==> src/rtl/reflet_delay_var.sv <==
// Runtime-selectable WIDTH-bit delay line (1..MAX_DELAY enabled cycles), with clock enable and flush.
// Latency: a sample written on enabled edge k is visible on out after enabled edge k+d-1; out is a mux of registers.
// No backpressure: enable only advances the line, and out_valid marks when out holds real history.
module reflet_delay_var #(
    parameter int               WIDTH     = 8,
    parameter int               MAX_DELAY = 16,
    parameter logic [WIDTH-1:0] INIT      = '0
) (
    input  logic                             clk,
    input  logic                             reset,
    input  logic                             enable,
    input  logic                             flush,
    input  logic [$clog2(MAX_DELAY+1)-1:0]   delay,
    input  logic [WIDTH-1:0]                 in,
    output logic [WIDTH-1:0]                 out,
    output logic                             out_valid
);

    localparam int DW = $clog2(MAX_DELAY + 1);
    localparam int AW = (MAX_DELAY > 1) ? $clog2(MAX_DELAY) : 1;

    logic [WIDTH-1:0] stage_q [MAX_DELAY];
    logic [WIDTH-1:0] stage_d [MAX_DELAY];
    logic [DW-1:0]    fill_q;
    logic [DW-1:0]    fill_d;
    logic [DW-1:0]    d_eff;
    logic [AW-1:0]    sel;

    always_comb begin
        for (int i = 0; i < MAX_DELAY; i++) begin
            stage_d[i] = stage_q[i];
        end
        fill_d = fill_q;
        // Flush wins over enable; the sample presented on that edge is dropped.
        if (flush) begin
            for (int i = 0; i < MAX_DELAY; i++) begin
                stage_d[i] = INIT;
            end
            fill_d = '0;
        end else if (enable) begin
            stage_d[0] = in;
            for (int i = 1; i < MAX_DELAY; i++) begin
                stage_d[i] = stage_q[i-1];
            end
            if (fill_q != DW'(MAX_DELAY)) begin
                fill_d = fill_q + DW'(1);
            end
        end
    end

    always_ff @(posedge clk or negedge reset) begin
        if (!reset) begin
            for (int i = 0; i < MAX_DELAY; i++) begin
                stage_q[i] <= INIT;
            end
            fill_q <= '0;
        end else begin
            for (int i = 0; i < MAX_DELAY; i++) begin
                stage_q[i] <= stage_d[i];
            end
            fill_q <= fill_d;
        end
    end

    // Out-of-range selects are clamped so out always maps to a real stage.
    always_comb begin
        if (delay == '0) begin
            d_eff = DW'(1);
        end else if (delay > DW'(MAX_DELAY)) begin
            d_eff = DW'(MAX_DELAY);
        end else begin
            d_eff = delay;
        end
        sel = AW'(d_eff - DW'(1));
    end

    assign out       = stage_q[sel];
    assign out_valid = (fill_q >= d_eff);

endmodule

==> config.mk <==
export PLATFORM = sky130hd
export DESIGN_NAME = reflet_delay_var
export DESIGN_NICKNAME = d
export VERILOG_FILES = /design/src/rtl/reflet_delay_var.sv
export SDC_FILE = /design/constraint.sdc
export NUM_CORES = 1
export LEC_CHECK = 0
export CORE_AREA = 2 2 126 189
export DETAILED_ROUTE_END_ITERATION = 8
export DIE_AREA = 0 0 128 191
export GPL_ROUTABILITY_DRIVEN = 0
export GPL_TIMING_DRIVEN = 1
export PLACE_DENSITY = 0.56
export SLEW_MARGIN = 15
export SYNTH_ARGS = -nofsm -noshare
export SYNTH_HDL_FRONTEND = slang
export SYNTH_SLANG_ARGS = --single-unit
export TNS_END_PERCENT = 20
==> constraint.sdc <==
create_clock -name clk -period 4.7 [get_ports clk]
set_input_delay 0.94 -clock clk [delete_from_list [all_inputs] [get_ports clk]]
set_output_delay 0.94 -clock clk [all_outputs]
set_load 0.005 [all_outputs]
==> results.yml <==
logic_synthesis:
  yosys_warnings: 0
  ys_async_sr_fraction: 1.000
  ys_dominant_reg_cell: "dfrtp_1"
  ys_top_cells_by_area: "dfrtp_1 (50%), mux2i_1 (24%), nor2_1 (8.3%), mux4_2 (4.7%), nand2_1 (1.9%)"
  synth_fp_nets: 623
  synth_cell_types: 35
  yosysTopAreaCellShare: 0.4961
  avgSynthCellArea_um2: 11.22
  yosysMostFrequentCell: "mux2i_1"
  yosysSeqAreaShare: 0.4961
  synth_top_area_cell: "dfrtp_1"
  synth-edff-count: 0
  synth_top_cells_by_count: "mux2i_1 (160), nor2_1 (148), dfrtp_1 (133)"
  synth_area_um2: 6709
  ys_seq_elements: 133
  syn-instance-count: 598
cts:
  clk_pin_slew_ns: 0.05
  cts.sinks: 133
  cts_buffers: 17
  clock_latency_ns: 0.42
  cts_tree: "done"
  htreeDepth: 4
  cts_hold_buffers: 0
  root_buffer: "clkbuf_16"
  clockBufferDepth: 2
  post_cts_buffers: 0
critical_path:
  max_stage_delay_ns: 0.57
  start_kind: "input pin"
  critPathCaptureType: "output pin"
  crit_buf_inv: 4
  crit_path_frequent_cell: "clkdlybuf4s50_1"
  slowest_stage: "clkdlybuf4s50_1"
  critPathArrivalTime_ns: 3.61
  required_ns: 3.76
  cp_cell_sequence: "clkdlybuf4s50_1, nor3_2, o21a_2, inv_4, ha_2, and3b_1, o21ai_1, buf_12, nor2_1, nor4_2, clkdlybuf4s50_1"
  crit_type: "input pin to output pin"
  path_max_fanout: 8
  critical_path.top_delay_family: "buffers and inverters"
placed_design:
  dp_slack_ns: 0.1063
  dpl_cell_area_um2: 7271
  numPortBuffers: 25
  hpwlAfterDp_mm: 8.630
  dp.cells: 876
power_and_ir_drop:
  seq_power_share: 0.418
  p_leak_nw: 3.949
  p_sw_uw: 652.0
  switching_share: 0.2330
  pwr-share-comb: 0.107
  p_per_area_nw_per_um2: 355.1
  clkPwrFrac: 0.475
  fin_total_pwr_mw: 2.798
  p_int_mw: 2.146
  ir_drop_v: 0.0002460
worst_hold_path:
  min-delay-path-class: "register to register"
sta:
  fin_ws_ns: 0.1548
  tightest_slew_ns: 1.004
  min_period_over_period: 0.9671
  finalCriticalPeriod_ns: 4.545
  finalHoldViolCount: 0
  slew_viol_final: 0
  max_freq_mhz: 220.0
  slew_headroom: 0.3306
  fin_setup_tns_ns: 0
  skew_ns: 0.004944
  hold_slack_ns: 0.5295
  setup_viol: 0
layout:
  final_util: 0.3455
  final_nets: 640
  antenna-diode-count: 0
  finalNonFillerCells: 908
  layout-drive-gt1-share: 0.1178
  design_area_um2: 7879
  fillers: 2256
  area_delta_synth_final_pct: 17.44
floorplanning:
  dieArea_um2: 24450
  fp.dieW_um: 128
  chipHeight_um: 191
  ios: 26
  start_util: 0.2942
  coreArea_um2: 22800
  fp-row-count: 68
route:
  drcViolationCount: 0
  drt_first_pass_iters: 4
  via_count: 4380
  wirelength_mm: 13.98
  viasPerCell: 4.824
  ant_nets: 0
  drt_iter0_drc: 251
  wl_per_cell_um: 15.40
global_route:
  grt_pass1_vias: 4614
  grt_overflow_total: 0
  antenna_found_initial: 0
  grt_use_total: 0.1241
  grt_start_max_net_pins: 103
  grt_pass1_wl_mm: 23.65
run_status:
  status: "finished clean"
flow_run:
  maxCapViolCount: 0
==> cells by family (layout without fill, tap and decap cells) <==
logic type | Yosys count | in the layout | share of synthesized area
xor gates and xnor gates | 3 | 3 | 0.003917
and+or+nand+nor | 200 | 200 | 0.1279
adders and majority gates | 8 | 8 | 0.01492
muxes | 178 | 178 | 0.2969
AOI/OAI and AO/OA | 30 | 30 | 0.02574
buffers and inverters | 46 | 76 | 0.03450
DFF | 133 | 133 | 0.4961
==> layout make-up <==
class	count	area, um2	area share
Clock buffer	23	467.9	0.05939
Clock inverter	9	126.4	0.01604
Inverter	5	21.27	0.002700
Multi-Input combinational cell	419	3157	0.4007
Sequential cell	133	3328	0.4224
Tap cell	280	350.3	0.04447
Timing Repair Buffer	39	427.9	0.05431
==> path summary, 6_finish.rpt <==
kind | from | endpoint | slack, ns | cells past startpoint
setup / recovery | delay[1] | out[6] | 0.15 | 11
hold / removal | stage_q[4]$_DFFE_PN0P_ | stage_q[4]$_DFFE_PN0P_ | 0.53 | 2
setup reg to reg | fill_q[0]$_DFFE_PN0P_ | fill_q[3]$_DFFE_PN0P_ | 2.91 | 7
hold reg to reg | stage_q[4]$_DFFE_PN0P_ | stage_q[4]$_DFFE_PN0P_ | 0.53 | 2
max in group asynchronous | reset | stage_q[120]$_DFFE_PN0P_ | 3.03 | 2
min in group asynchronous | reset | stage_q[15]$_DFFE_PN0P_ | 0.59 | 1
==> power by group through the flow <==
stage / logic (mW) / clock network (mW) / registers, mW
3_3_place_gp: 0.301 / 0 / 1.19
4_1_cts: 0.308 / 1.37 / 1.17
2_1_floorplan: 0.187 / 0 / 1.19
5_1_grt: 0.330 / 1.41 / 1.17
6_report: 0.299 / 1.33 / 1.17
3_5_place_dp: 0.306 / 0 / 1.19
==> flip-flops by register name, indices dropped and copies added, names as in the netlist <==
register	cells
fill_q	5
stage_q	128
==> worst min-delay path: stages (launching register included) <==
cell,delay [ns]
dfrtp_1,0.34
mux2i_1,0.07
nor2_1,0.08
==> per-layer routing <==
layer | up-vias | share of wire | track usage
li1 | 2095 | - | -
met1 | 2221 | 0.45 | 0.1514
met4 | 0 | 0.021 | 0.05114
met2 | 48 | 0.50 | 0.2086
met3 | 16 | 0.024 | 0.03135
met5 | - | 0 | 0
==> layout by cell type (no fill, tap or decap), types with 2 or more instances in the layout <==
cell type / count
a21o_1: 5
a21oi_1: 15
and3b_1: 2
buf_12: 5
buf_4: 10
buf_6: 2
bufinv_16: 3
clkbuf_1: 4
clkbuf_16: 17
clkbuf_8: 2
clkdlybuf4s50_1: 18
clkinv_2: 4
dfrtp_1: 133
dlymetal6s2s_1: 4
ha_1: 7
inv_1: 3
mux2i_1: 160
mux4_1: 2
mux4_2: 14
nand2_1: 34
nand3b_1: 2
nand4_1: 2
nor2_1: 148
nor3b_1: 2
nor4_2: 7
o21ai_0: 2
o21ai_1: 3
o21ai_2: 2
xor2_1: 3
==> timing repair <==
item	CTS	global route
resized for setup	0	5
endpoints found under the hold margin	0	0
endpoints found under the setup margin	0	5
Power figures use the tool's default switching activity.
